$ cat src/rtl/cpu_pkg.sv
// Shared fetch-stage definitions: default PC/stack geometry and the
// priority-resolved program-counter operation.
package cpu_pkg;

    localparam int PC_WIDTH  = 12;
    localparam int RET_DEPTH = 4;

    typedef enum logic [2:0] {
        PC_HOLD,
        PC_INC,
        PC_RET,
        PC_CALL,
        PC_LOAD
    } pc_op_t;

    // Exactly one action per cycle; load beats call beats ret beats increment.
    function automatic pc_op_t resolve_op(input logic load, input logic call,
                                          input logic ret, input logic enable);
        pc_op_t op;
        op = PC_HOLD;
        if (load)        op = PC_LOAD;
        else if (call)   op = PC_CALL;
        else if (ret)    op = PC_RET;
        else if (enable) op = PC_INC;
        return op;
    endfunction

endpackage

$ cat src/rtl/pc_call_counter_if.sv
// Decoder <-> program-counter bundle; master is the decoder, slave the counter.
interface pc_call_counter_if
    import cpu_pkg::*;
#(
    parameter int WIDTH = PC_WIDTH,
    parameter int DEPTH = RET_DEPTH
);
    localparam int DW = $clog2(DEPTH + 1);

    logic             enable;
    logic             load;
    logic             call;
    logic             ret;
    logic [WIDTH-1:0] target;
    logic [WIDTH-1:0] pc;
    logic [DW-1:0]    depth;
    logic             full;
    logic             empty;
    logic             wrap;
    logic             ovf_err;
    logic             unf_err;

    modport master (
        output enable, load, call, ret, target,
        input  pc, depth, full, empty, wrap, ovf_err, unf_err
    );

    modport slave (
        input  enable, load, call, ret, target,
        output pc, depth, full, empty, wrap, ovf_err, unf_err
    );

endinterface

$ cat src/rtl/pc_call_counter_ret_stack.sv
// Return-address LIFO; push wins over pop, and both are ignored when they
// would over- or under-run the stack.
module ret_stack #(
    parameter int WIDTH = 12,
    parameter int DEPTH = 4
) (
    input  logic                         clk,
    input  logic                         reset,
    input  logic                         push,
    input  logic                         pop,
    input  logic [WIDTH-1:0]             data_in,
    output logic [WIDTH-1:0]             top,
    output logic [$clog2(DEPTH+1)-1:0]   depth,
    output logic                         full,
    output logic                         empty
);
    localparam int DW = $clog2(DEPTH + 1);

    logic [DW-1:0]    ptr_reg;
    logic [DW-1:0]    ptr_next;
    logic [WIDTH-1:0] entry_reg [DEPTH];
    logic [DEPTH-1:0] wr_en;
    logic             push_ok;
    logic             pop_ok;

    assign full    = (ptr_reg == DW'(DEPTH));
    assign empty   = (ptr_reg == '0);
    assign depth   = ptr_reg;
    assign push_ok = push && !full;
    assign pop_ok  = pop && !push && !empty;

    genvar gi;
    generate
        for (gi = 0; gi < DEPTH; gi++) begin : g_wr
            assign wr_en[gi] = push_ok && (ptr_reg == DW'(gi));
        end
    endgenerate

    always_comb begin
        ptr_next = ptr_reg;
        if (push_ok)
            ptr_next = ptr_reg + 1'b1;
        else if (pop_ok)
            ptr_next = ptr_reg - 1'b1;
    end

    // Top of stack is the entry just below the pointer; zero when empty.
    always_comb begin
        top = '0;
        for (int i = 0; i < DEPTH; i++)
            if (ptr_reg == DW'(i + 1))
                top = entry_reg[i];
    end

    always_ff @(posedge clk or posedge reset) begin
        if (reset) begin
            ptr_reg <= '0;
            for (int i = 0; i < DEPTH; i++)
                entry_reg[i] <= '0;
        end else begin
            ptr_reg <= ptr_next;
            for (int i = 0; i < DEPTH; i++)
                if (wr_en[i])
                    entry_reg[i] <= data_in;
        end
    end

endmodule

$ cat src/rtl/pc_call_counter.sv
// Fetch-stage program counter with return-address stack, wrap pulse and
// sticky overflow/underflow flags.
module pc_call_counter
    import cpu_pkg::*;
#(
    parameter int               WIDTH       = PC_WIDTH,
    parameter int               DEPTH       = RET_DEPTH,
    parameter logic [WIDTH-1:0] RESET_VALUE = '0
) (
    input  logic              clk,
    input  logic              reset,
    pc_call_counter_if.slave  bus
);
    localparam int DW = $clog2(DEPTH + 1);

    pc_op_t           op;
    logic [WIDTH-1:0] pc_reg;
    logic [WIDTH-1:0] pc_next;
    logic [WIDTH-1:0] pc_plus1;
    logic [WIDTH-1:0] stack_top;
    logic [DW-1:0]    stk_depth;
    logic             stk_full;
    logic             stk_empty;
    logic             push;
    logic             pop;
    logic             wrap_reg, wrap_next;
    logic             ovf_reg, ovf_next;
    logic             unf_reg, unf_next;

    assign op       = resolve_op(bus.load, bus.call, bus.ret, bus.enable);
    assign pc_plus1 = pc_reg + 1'b1;
    assign push     = (op == PC_CALL);
    assign pop      = (op == PC_RET);

    ret_stack #(
        .WIDTH (WIDTH),
        .DEPTH (DEPTH)
    ) u_stack (
        .clk     (clk),
        .reset   (reset),
        .push    (push),
        .pop     (pop),
        .data_in (pc_plus1),
        .top     (stack_top),
        .depth   (stk_depth),
        .full    (stk_full),
        .empty   (stk_empty)
    );

    // A refused call or ret leaves pc where it is and only raises its flag.
    always_comb begin
        pc_next   = pc_reg;
        wrap_next = 1'b0;
        ovf_next  = ovf_reg;
        unf_next  = unf_reg;
        case (op)
            PC_LOAD: pc_next = bus.target;
            PC_CALL: begin
                if (stk_full) ovf_next = 1'b1;
                else          pc_next  = bus.target;
            end
            PC_RET: begin
                if (stk_empty) unf_next = 1'b1;
                else           pc_next  = stack_top;
            end
            PC_INC: begin
                pc_next   = pc_plus1;
                wrap_next = (pc_reg == '1);
            end
            default: ;
        endcase
    end

    always_ff @(posedge clk or posedge reset) begin
        if (reset) begin
            pc_reg   <= RESET_VALUE;
            wrap_reg <= 1'b0;
            ovf_reg  <= 1'b0;
            unf_reg  <= 1'b0;
        end else begin
            pc_reg   <= pc_next;
            wrap_reg <= wrap_next;
            ovf_reg  <= ovf_next;
            unf_reg  <= unf_next;
        end
    end

    assign bus.pc      = pc_reg;
    assign bus.depth   = stk_depth;
    assign bus.full    = stk_full;
    assign bus.empty   = stk_empty;
    assign bus.wrap    = wrap_reg;
    assign bus.ovf_err = ovf_reg;
    assign bus.unf_err = unf_reg;

endmodule

$ cat src/flat_wrapper.sv
// flat-port wrapper written by rule: the top's interface ports become plain ports
module pc_call_counter_flat import cpu_pkg::*;
#(
    parameter int               WIDTH       = PC_WIDTH,
    parameter int               DEPTH       = RET_DEPTH,
    parameter logic [WIDTH-1:0] RESET_VALUE = '0
)
  (clk, reset, bus_enable, bus_load, bus_call, bus_ret, bus_target, bus_pc, bus_depth, bus_full, bus_empty, bus_wrap, bus_ovf_err, bus_unf_err);
  pc_call_counter_if #(.WIDTH(WIDTH), .DEPTH(DEPTH)) bus_i ();
  input  logic clk;
  input  logic reset;
  input wire logic [$bits(bus_i.enable)-1:0] bus_enable;
  input wire logic [$bits(bus_i.load)-1:0] bus_load;
  input wire logic [$bits(bus_i.call)-1:0] bus_call;
  input wire logic [$bits(bus_i.ret)-1:0] bus_ret;
  input wire logic [$bits(bus_i.target)-1:0] bus_target;
  output wire logic [$bits(bus_i.pc)-1:0] bus_pc;
  output wire logic [$bits(bus_i.depth)-1:0] bus_depth;
  output wire logic [$bits(bus_i.full)-1:0] bus_full;
  output wire logic [$bits(bus_i.empty)-1:0] bus_empty;
  output wire logic [$bits(bus_i.wrap)-1:0] bus_wrap;
  output wire logic [$bits(bus_i.ovf_err)-1:0] bus_ovf_err;
  output wire logic [$bits(bus_i.unf_err)-1:0] bus_unf_err;
  assign bus_i.enable = bus_enable;
  assign bus_i.load = bus_load;
  assign bus_i.call = bus_call;
  assign bus_i.ret = bus_ret;
  assign bus_i.target = bus_target;
  assign bus_pc = bus_i.pc;
  assign bus_depth = bus_i.depth;
  assign bus_full = bus_i.full;
  assign bus_empty = bus_i.empty;
  assign bus_wrap = bus_i.wrap;
  assign bus_ovf_err = bus_i.ovf_err;
  assign bus_unf_err = bus_i.unf_err;
  pc_call_counter #(.WIDTH(WIDTH), .DEPTH(DEPTH), .RESET_VALUE(RESET_VALUE)) u_core (.clk(clk), .reset(reset), .bus(bus_i));
endmodule
$ cat config.mk
export PLATFORM = sky130hd
export DESIGN_NAME = pc_call_counter_flat
export DESIGN_NICKNAME = d
export VERILOG_FILES = /design/src/rtl/cpu_pkg.sv /design/src/rtl/pc_call_counter_if.sv /design/src/rtl/pc_call_counter_ret_stack.sv /design/src/rtl/pc_call_counter.sv /design/src/flat_wrapper.sv
export SDC_FILE = /design/constraint.sdc
export NUM_CORES = 1
export LEC_CHECK = 0
export CAP_MARGIN = 40
export CELL_PAD_IN_SITES_DETAIL_PLACEMENT = 0
export CELL_PAD_IN_SITES_GLOBAL_PLACEMENT = 1
export CORE_UTILIZATION = 47
export DETAILED_ROUTE_END_ITERATION = 7
export GPL_TIMING_DRIVEN = 0
export MAX_ROUTING_LAYER = met4
export PLACE_DENSITY = 0.95
export SYNTH_ARGS = -nofsm -noshare
export SYNTH_HDL_FRONTEND = slang
export SYNTH_SLANG_ARGS = --single-unit
$ cat constraint.sdc
create_clock -name clk -period 4.25 [get_ports clk]
set_clock_uncertainty 0.15 [all_clocks]
set_input_delay 0.85 -clock clk [delete_from_list [all_inputs] [get_ports clk]]
set_output_delay 0.85 -clock clk [all_outputs]
set_load 0.01 [all_outputs]
* After elaboration in Yosys (flattened, before gate mapping)
Cells that the tools add are included.
** Cells by class
- Muxes and demuxes :: 14
- Eq/ne operators :: 11
- $add $sub $neg :: 3
- Reduce and logical (&&, ||, !) cells :: 16
** Operators by type and width (number)
- $mux W12 :: 6
- $pmux W12 S4 :: 1
- $mux W3 :: 5
- $add A12 B1 Y12 const B :: 1
- $eq A12 B12 Y1 const B :: 1
- $eq A3 B2 Y1 const B :: 4
- $logic_and A1 B1 Y1 :: 7
- $eq A3 B1 Y1 const B :: 2
- $eq A3 B3 Y1 const B :: 2
- $ne A2 B2 Y1 const B :: 2
- $reduce_and A2 Y1 :: 2
- $reduce_bool A4 Y1 :: 1
- $add A3 B1 Y3 const B :: 1
- $logic_not A1 Y1 :: 3
- $logic_not A3 Y1 :: 1
- $reduce_and A3 Y1 :: 1
- $sub A3 B1 Y3 const B :: 1
- $mux W1 :: 2
- $reduce_bool A2 Y1 :: 1
** Word-level totals
- Flip-flop bits (word level) :: 66
- Input bits :: 18

* Depth between registers and ports, before layout
Gate-level depths: netlist (run 1).
- Word-level depth :: 10
- Depth in mapped cells :: 9

* By module
A second synthesis (run 1) with hierarchy kept.
** Second synthesis, totals
- Cell total of the unflattened synthesis :: 326
- Area total of the unflattened synthesis :: 3550.9 um^2
** By module, submodules not included
- ret_stack :: cells each 196, area each 2459.9 um^2, instances 1, sequential area each 1276.2 um^2
- pc_call_counter :: cells each 130, area each 1091.0 um^2, instances 1, sequential area each 375.4 um^2

* Worst setup path before layout (run 1)
OpenSTA, ideal clock, no wires.
- Kind :: flip-flop to flip-flop
- From :: reg u_core.u_stack.ptr_reg[2] (netlist: u_core.u_stack.depth[2])
- To :: reg u_core.pc_reg[2] (netlist: u_core.bus.pc[2])
- Stages on the path, launching flop included :: 10
- Setup time :: 0.137 ns
- Setup slack :: 1.868 ns
- Path buffers :: 3
- Arrival :: 2.096 ns
- Data required time :: 3.963 ns
- Cell sequence :: dfrtp_1 -> buf_2 -> buf_2 -> inv_1 -> ha_1 -> clkbuf_1 -> a21o_1 -> a221o_1 -> a221oi_1 -> o21ai_1
** On the way
- Cells in the longest elaborated chain, start to end :: 7
- Elaborated cells on any way between the ends :: 14
- Classes of those cells :: eq/ne: 6; mux: 6; reduce/logical: 2
** Ends and longest elaborated chain
- start: declaration :: RTL line pc_call_counter_ret_stack.sv:19 : logic [DW-1:0] ptr_reg;
- start signal: assignment :: RTL line pc_call_counter_ret_stack.sv:61 : ptr_reg <= ptr_next;
- $eq A3 B1 Y1 :: RTL line pc_call_counter_ret_stack.sv:51 : if (ptr_reg == DW'(i + 1))
- $mux W12 (4 in a row) :: RTL line pc_call_counter_ret_stack.sv:51
- $mux W12 :: RTL line pc_call_counter.sv:63 : if (stk_empty) unf_next = 1'b1;
- $pmux W12 S4 :: RTL line pc_call_counter.sv:56 : case (op)
- end signal: assignment :: RTL line pc_call_counter.sv:81 : pc_reg <= pc_next;
- end: declaration :: RTL line pc_call_counter.sv:17 : logic [WIDTH-1:0] pc_reg;
Parallel ways exist; a longest one is shown, timed or not. The select of a mux whose other input is x is not followed.
A chain may end at the register's enable or synchronous reset.

* Worst setup path after layout (run 1)
- From :: reg u_core.u_stack.ptr_reg[1] (netlist: u_core.u_stack.depth[1])
- To :: out bus_full
** On the way
- Cells in the longest elaborated chain, start to end :: 1
** Ends and longest elaborated chain
- $eq A3 B3 Y1 :: RTL line pc_call_counter_ret_stack.sv:26 : assign full = (ptr_reg == DW'(DEPTH));
- end: declaration :: RTL line flat_wrapper.sv:19 : output wire logic [$bits(bus_i.full)-1:0] bus_full;
Every way passes these cells.

==> results_dict.tcl, run 1 <==
set metrics [dict create \
    status "complete, no violations" \
    cp_slowest_cell "clkdlybuf4s50_1" \
    drc 0 \
    finalCritPeriodShare_pct 79.5 \
    tightest_slew_ns 0.806 \
    synthToLayoutAreaGrowth_pct 19.4 \
    core.rowCount 31 \
    cp_data_arrival_time_ns 2.38 \
    end_kind "output port" \
    path_buf_inv 3 \
    hold_path_end "u_core.bus.ovf_err$_DFFE_PP0P_" \
    avgSynthCellArea_um2 9.78 \
    ant_nets 0 \
    htree_levels 3 \
    gp_congestion 0.841 \
    r2r_start "u_core.u_stack.depth[2]$_DFFE_PP0P_" \
    holdBufCountCts 0 \
    die-width_um 88.2 \
    path_clk_slew_ns 0.07 \
    drt_first_pass_iters 5 \
    hold_start "u_core.bus.ovf_err$_DFFE_PP0P_" \
    final_max_slew_viol_count 0 \
    io_pins 38 \
    synth.yosys.seq_area_share_pct 47.3 \
    initial_core_util_pct 48.4 \
    cp_cell_sequence "inv_1 -> ha_1 -> nand2_2 -> inv_1 -> clkdlybuf4s50_1" \
    numCtsBuffers 9 \
    core_mm2 0.00721 \
    avgViaCountPerCell 5.88 \
    ys_warn_count 0 \
    largest_register_ffs 48 \
    grt_max_degree 40 \
    vdd_ir_drop_max_mv 0.210 \
    ys_async_sr_fraction_pct 100 \
    period_minus_slack_ns 3.38 \
    synth_nets 382 \
    clk_latency_ns 0.35 \
    worstReg2RegEnd "u_core.bus.pc[7]$_DFFE_PP0P_" \
    p_leak_nw 1.72 \
    wl_mm 9.20 \
    cp.required_ns 3.25 \
    die-area_mm2 0.00778 \
    fin_nets 429 \
    fin_setup_tns_ns 0 \
    r2r_cells 9 \
    path_common_cell "inv_1" \
    finalHoldViolations 0 \
    grt_first_pass_wirelength_mm 14.8 \
    grt.total_usage_pct 26.6 \
    post-dp-hpwl_mm 6.76 \
    hold_depth 1 \
    synth_common_cells "dfrtp_1 (66), nor2_1 (45), a21oi_1 (39), o21ai_0 (19), nand2_1 (18)" \
    antenna_found_initial 0 \
    cts_buffer_depth 2 \
    rsz0062_at_grt "no" \
    die_y_um 88.2 \
    finalSetupViolations 0 \
    synth_area_mm2 0.00349 \
    synthFlopType "dfrtp_1" \
    drive_gt1_share_pct 12.5 \
    post_cts_buffers 0 \
    maxClockFrequency_mhz 296 \
    synthCells 357 \
    crit_family "buffers and inverters" \
    wl_per_cell_um 18.1 \
    place_area_mm2 0.00399 \
    ys_seq_elements 66 \
    slowest_delay_ns 0.59 \
    cp_max_fo 10 \
    synth.top_cell.area_share_pct 47.3 \
    power_mw 2.72 \
    synth_edf_count 0 \
    grt.overflow.total 0 \
    synth_cell_type_count 57 \
    n_antenna_cell 0 \
    maxCapViolCount 0 \
    vias 2987 \
    yosysMostFrequentCell "dfrtp_1" \
    worst-setup-path-type "reg -> out" \
    post_cts_resized 0 \
    ctsRootBufferMaster "clkbuf_8" \
    drt_iter0_markers 192 \
    slew_headroom_pct 46.1 \
    reg2reg_slack_ns 1.35 \
    yosys.area.top_type "dfrtp_1" \
    ys_top_cells_by_area "dfrtp_1 (47%), a21oi_1 (5.6%), nor2_1 (4.8%), o21ai_0 (2.7%), a221oi_1 (2.5%)" \
    clock_sinks 66 \
    grt_pass1_vias 2885 \
    hold_class "reg -> reg" \
    stdcell_area_mm2 0.00417 \
    tritoncts "yes" \
    numPortBuffers 35 \
    p_per_area_mw_per_mm2 653 \
    worst_setup_path_start_kind "flip-flop" \
]
## cell usage in the layout, fill, tap and decap left out, types with 5 or more instances in the layout
cell / netlist / layout
a21oi_1: 39 / 39
xnor2_1: 9 / 9
inv_1: 8 / 7
nand3_1: 7 / 7
buf_2: 14 / 14
a21o_1: 5 / 5
o21ai_0: 19 / 19
o22ai_1: 5 / 5
a22o_1: 7 / 7
clkbuf_8: 0 / 12
nor2_1: 45 / 45
ha_1: 7 / 7
nor3_1: 5 / 5
clkdlybuf4s50_1: 0 / 35
a221o_1: 8 / 8
nand2_1: 18 / 18
clkbuf_1: 8 / 10
a221oi_1: 10 / 10
dfrtp_1: 66 / 66
## worst register-to-register path, delay by kind of cell (launching register included)
family	cells	cell delay (ns)
buffers and inverters	4	0.91
DFF	1	0.34
adders and majority gates	1	0.33
AOI/OAI and AO/OA	4	1.06
## cell type report
type | count | area (um^2)
buffer | 25 | 128
clock inverter | 2 | 10.0
tap | 99 | 124
sequential | 66 | 1650
timing repair buffer | 36 | 370
multi-input combinational | 258 | 1680
clock buffer | 14 | 173
inverter | 8 | 30.0
fill | 661 | 3050
## through the flow
step / std cells / utilization [%] / hold WS, ns / worst slack, ns
CTS: 508 / 57.8 / 0.317 / 0.865
detailed placement: 492 / 55.2 / 0.302 / 1.25
global route: 508 / 57.8 / 0.344 / 0.763
finish: 508 / 57.8 / 0.313 / 0.871
global placement: 491 / 55.0 / 0.289 / 0.459
floorplan: 357 / - / 0.295 / 1.60
## worst max path at each step
stage,to,slack [ns],cells after the start,from
finish,bus_full,0.87,5,u_core.u_stack.depth[1]$_DFFE_PP0P_
global route,bus_full,0.76,5,u_core.u_stack.depth[1]$_DFFE_PP0P_
detailed placement,bus_full,1.25,5,u_core.u_stack.depth[1]$_DFFE_PP0P_
floorplan,u_core.bus.ovf_err$_DFFE_PP0P_,1.60,1,reset
CTS,bus_full,0.87,5,u_core.u_stack.depth[1]$_DFFE_PP0P_
global placement,u_core.bus.pc[0]$_DFFE_PP0P_,0.46,2,reset
## cells by family (layout without fill, tap and decap cells)
family / Yosys count / count (layout) / share of synthesized area (%)
flops: 66 / 66 / 47.3
xor+xnor: 11 / 11 / 2.76
fa+ha+maj: 7 / 7 / 2.51
simple gates: 111 / 111 / 17.0
buf+inv: 33 / 85 / 4.52
compound gates: 124 / 124 / 24.4
mux: 5 / 5 / 1.58
## routing by layer
metal  GRT usage, %  wire length [um]  vias up
met5              -                 0        -
met4           11.1               223        0
met3           5.00               460       23
met2           40.4              4350      107
met1           34.9              4170     1457
li1               -                 -     1400
## report_power, final
group	internal, mW	switching (mW)	total [mW]
Sequential	0.905	0.183	1.09
Clock	0.258	0.233	0.491
Combinational	0.505	0.637	1.14
Total	1.67	1.05	2.72
No activity file was read; power rests on OpenSTA's default activity.
==> run 2: changes to the inputs <==
- CORE_UTILIZATION: 47 -> 44
- PLACE_DENSITY: 0.95 -> 0.91
- clock period: 4.25 -> 3.3 ns (I/O delays scaled with it)
==> run 2 against run 1 <==
Net effect: critical path depth stayed put; final cell count is 0.79% higher; largest power group unchanged; setup slack worse by 0.76 ns.
==> results_dict.tcl, run 2 (synthesis gave the netlist of run 1 again) <==
set metrics [dict create \
    clock_sinks 66 \
    post-place-ws_ns 0.419 \
    cp_max_fo 10 \
    antenna_found_initial 0 \
    grt_first_pass_wirelength_mm 15.1 \
    path_clk_slew_ns 0.07 \
    core_mm2 0.00769 \
    post-dp-hpwl_mm 6.78 \
    fin_nets 430 \
    worst-setup-path-type "reg -> out" \
    drt_iter0_markers 221 \
    numCtsBuffers 9 \
    use_met2_pct 38.0 \
    die_y_um 91.1 \
    die-area_mm2 0.00829 \
    grt_max_degree 27 \
    worst_setup_path_start_kind "flip-flop" \
    largest_register_ffs 48 \
    drc 0 \
    maxClockFrequency_mhz 314 \
    gp_congestion 0.851 \
    wl_per_cell_um 18.1 \
    cp_slowest_cell "clkdlybuf4s50_1" \
    post_cts_resized 0 \
    period_minus_slack_ns 3.19 \
    grt.overflow.total 0 \
    grt.met1_usage_pct 32.6 \
    ctsRootBufferMaster "clkbuf_8" \
    die-width_um 91.1 \
    tritoncts "yes" \
    p_per_area_mw_per_mm2 842 \
    rsz0062_at_grt "no" \
    grt.total_usage_pct 24.4 \
    final_max_slew_viol_count 0 \
    use_met3_pct 3.69 \
    numPortBuffers 35 \
    final_common_cell "dfrtp_1" \
    clk_latency_ns 0.34 \
    path_common_cell "inv_1" \
    finalHoldViolations 0 \
    stdcell_area_mm2 0.00421 \
    finalSetupViolations 0 \
    htree_levels 3 \
    post_cts_buffers 0 \
    slowest_delay_ns 0.60 \
    slew_headroom_pct 47.8 \
    avgViaCountPerCell 5.81 \
    place_area_mm2 0.00402 \
    tightest_slew_ns 0.781 \
    worst_slack_ns 0.115 \
    cp_data_arrival_time_ns 2.38 \
    path_buf_inv 3 \
    hold_class "reg -> reg" \
    maxCapViolCount 0 \
    n_antenna_cell 0 \
    wl_mm 9.26 \
    end_kind "output port" \
    status "complete, no violations" \
    finalCritPeriodShare_pct 96.5 \
    cts_buffer_depth 2 \
    io_pins 38 \
    grt_pass1_vias 2888 \
    cp.required_ns 2.49 \
    crit_family "buffers and inverters" \
    mostFrequentLayoutCells "dfrtp_1 (66), nor2_1 (45), a21oi_1 (39), clkdlybuf4s50_1 (35), o21ai_0 (19)" \
    ant_nets 0 \
    grt_most_used_layer "met2" \
    initial_core_util_pct 45.4 \
    cp_cell_sequence "inv_1 -> ha_1 -> nand2_2 -> inv_1 -> clkdlybuf4s50_1" \
    drive_gt1_share_pct 13.2 \
    synthToLayoutAreaGrowth_pct 20.6 \
    core.rowCount 32 \
    holdBufCountCts 0 \
    drt_first_pass_iters 5 \
    vias 2973 \
    vdd_ir_drop_max_mv 0.234 \
    p_leak_nw 1.72 \
    num-fill-cells 699 \
]
## run 2: final cells by class
class	instances	area [um^2]	share of cell area [%]
multi-input cells	258	1680	39.9
flip-flops and latches	66	1650	39.2
repair buffers	37	398	9.45
plain buffers	25	128	3.03
well taps	102	128	3.03
clock buffers	9	124	2.94
clock inverters	7	70.1	1.66
inverters	8	30.0	0.713
## run 2: path summary, 6_finish.rpt
kind	startpoint	to	slack, ns	depth (start not counted)
hold / removal	u_core.bus.unf_err$_DFFE_PP0P_	u_core.bus.unf_err$_DFFE_PP0P_	0.31	1
max in group asynchronous	reset	u_core.u_stack.entry_reg[26]$_DFFE_PP0P_	2.01	3
setup reg to reg	u_core.u_stack.depth[2]$_DFFE_PP0P_	u_core.bus.pc[7]$_DFFE_PP0P_	0.34	9
min in group asynchronous	reset	u_core.u_stack.entry_reg[44]$_DFFE_PP0P_	0.49	2
setup / recovery	u_core.u_stack.depth[1]$_DFFE_PP0P_	bus_full	0.11	5
hold reg to reg	u_core.bus.unf_err$_DFFE_PP0P_	u_core.bus.unf_err$_DFFE_PP0P_	0.31	1
## run 2: power breakdown
part / internal, mW / total, mW / switching, mW / leakage, nW
logic: 0.654 / 1.47 / 0.820 / 0.856
registers: 1.17 / 1.40 / 0.234 / 0.781
clock network: 0.346 / 0.673 / 0.327 / 0.0873
## run 2: metal layers
| layer | wire, um | part of all wire, % |
|---|---|---|
| met3 | 526 | 5.7 |
| met5 | 0 | 0 |
| met4 | 138 | 1.5 |
| met2 | 4410 | 48 |
| met1 | 4190 | 45 |
## run 2: through the flow
| stage | hold WS, ns | std cells | total power [mW] | util [%] | TNS [ns] |
|---|---|---|---|---|---|
| floorplan | 0.295 | 357 | 2.34 | - | 0 |
| global placement | 0.289 | 494 | 2.81 | 51.6 | -20.83 |
| detailed placement | 0.294 | 496 | 2.86 | 52.2 | 0 |
| CTS | 0.312 | 512 | 3.54 | 54.8 | 0 |
| global route | 0.339 | 512 | 3.78 | 54.8 | 0 |
| finish | 0.307 | 512 | 3.54 | 54.8 | 0 |
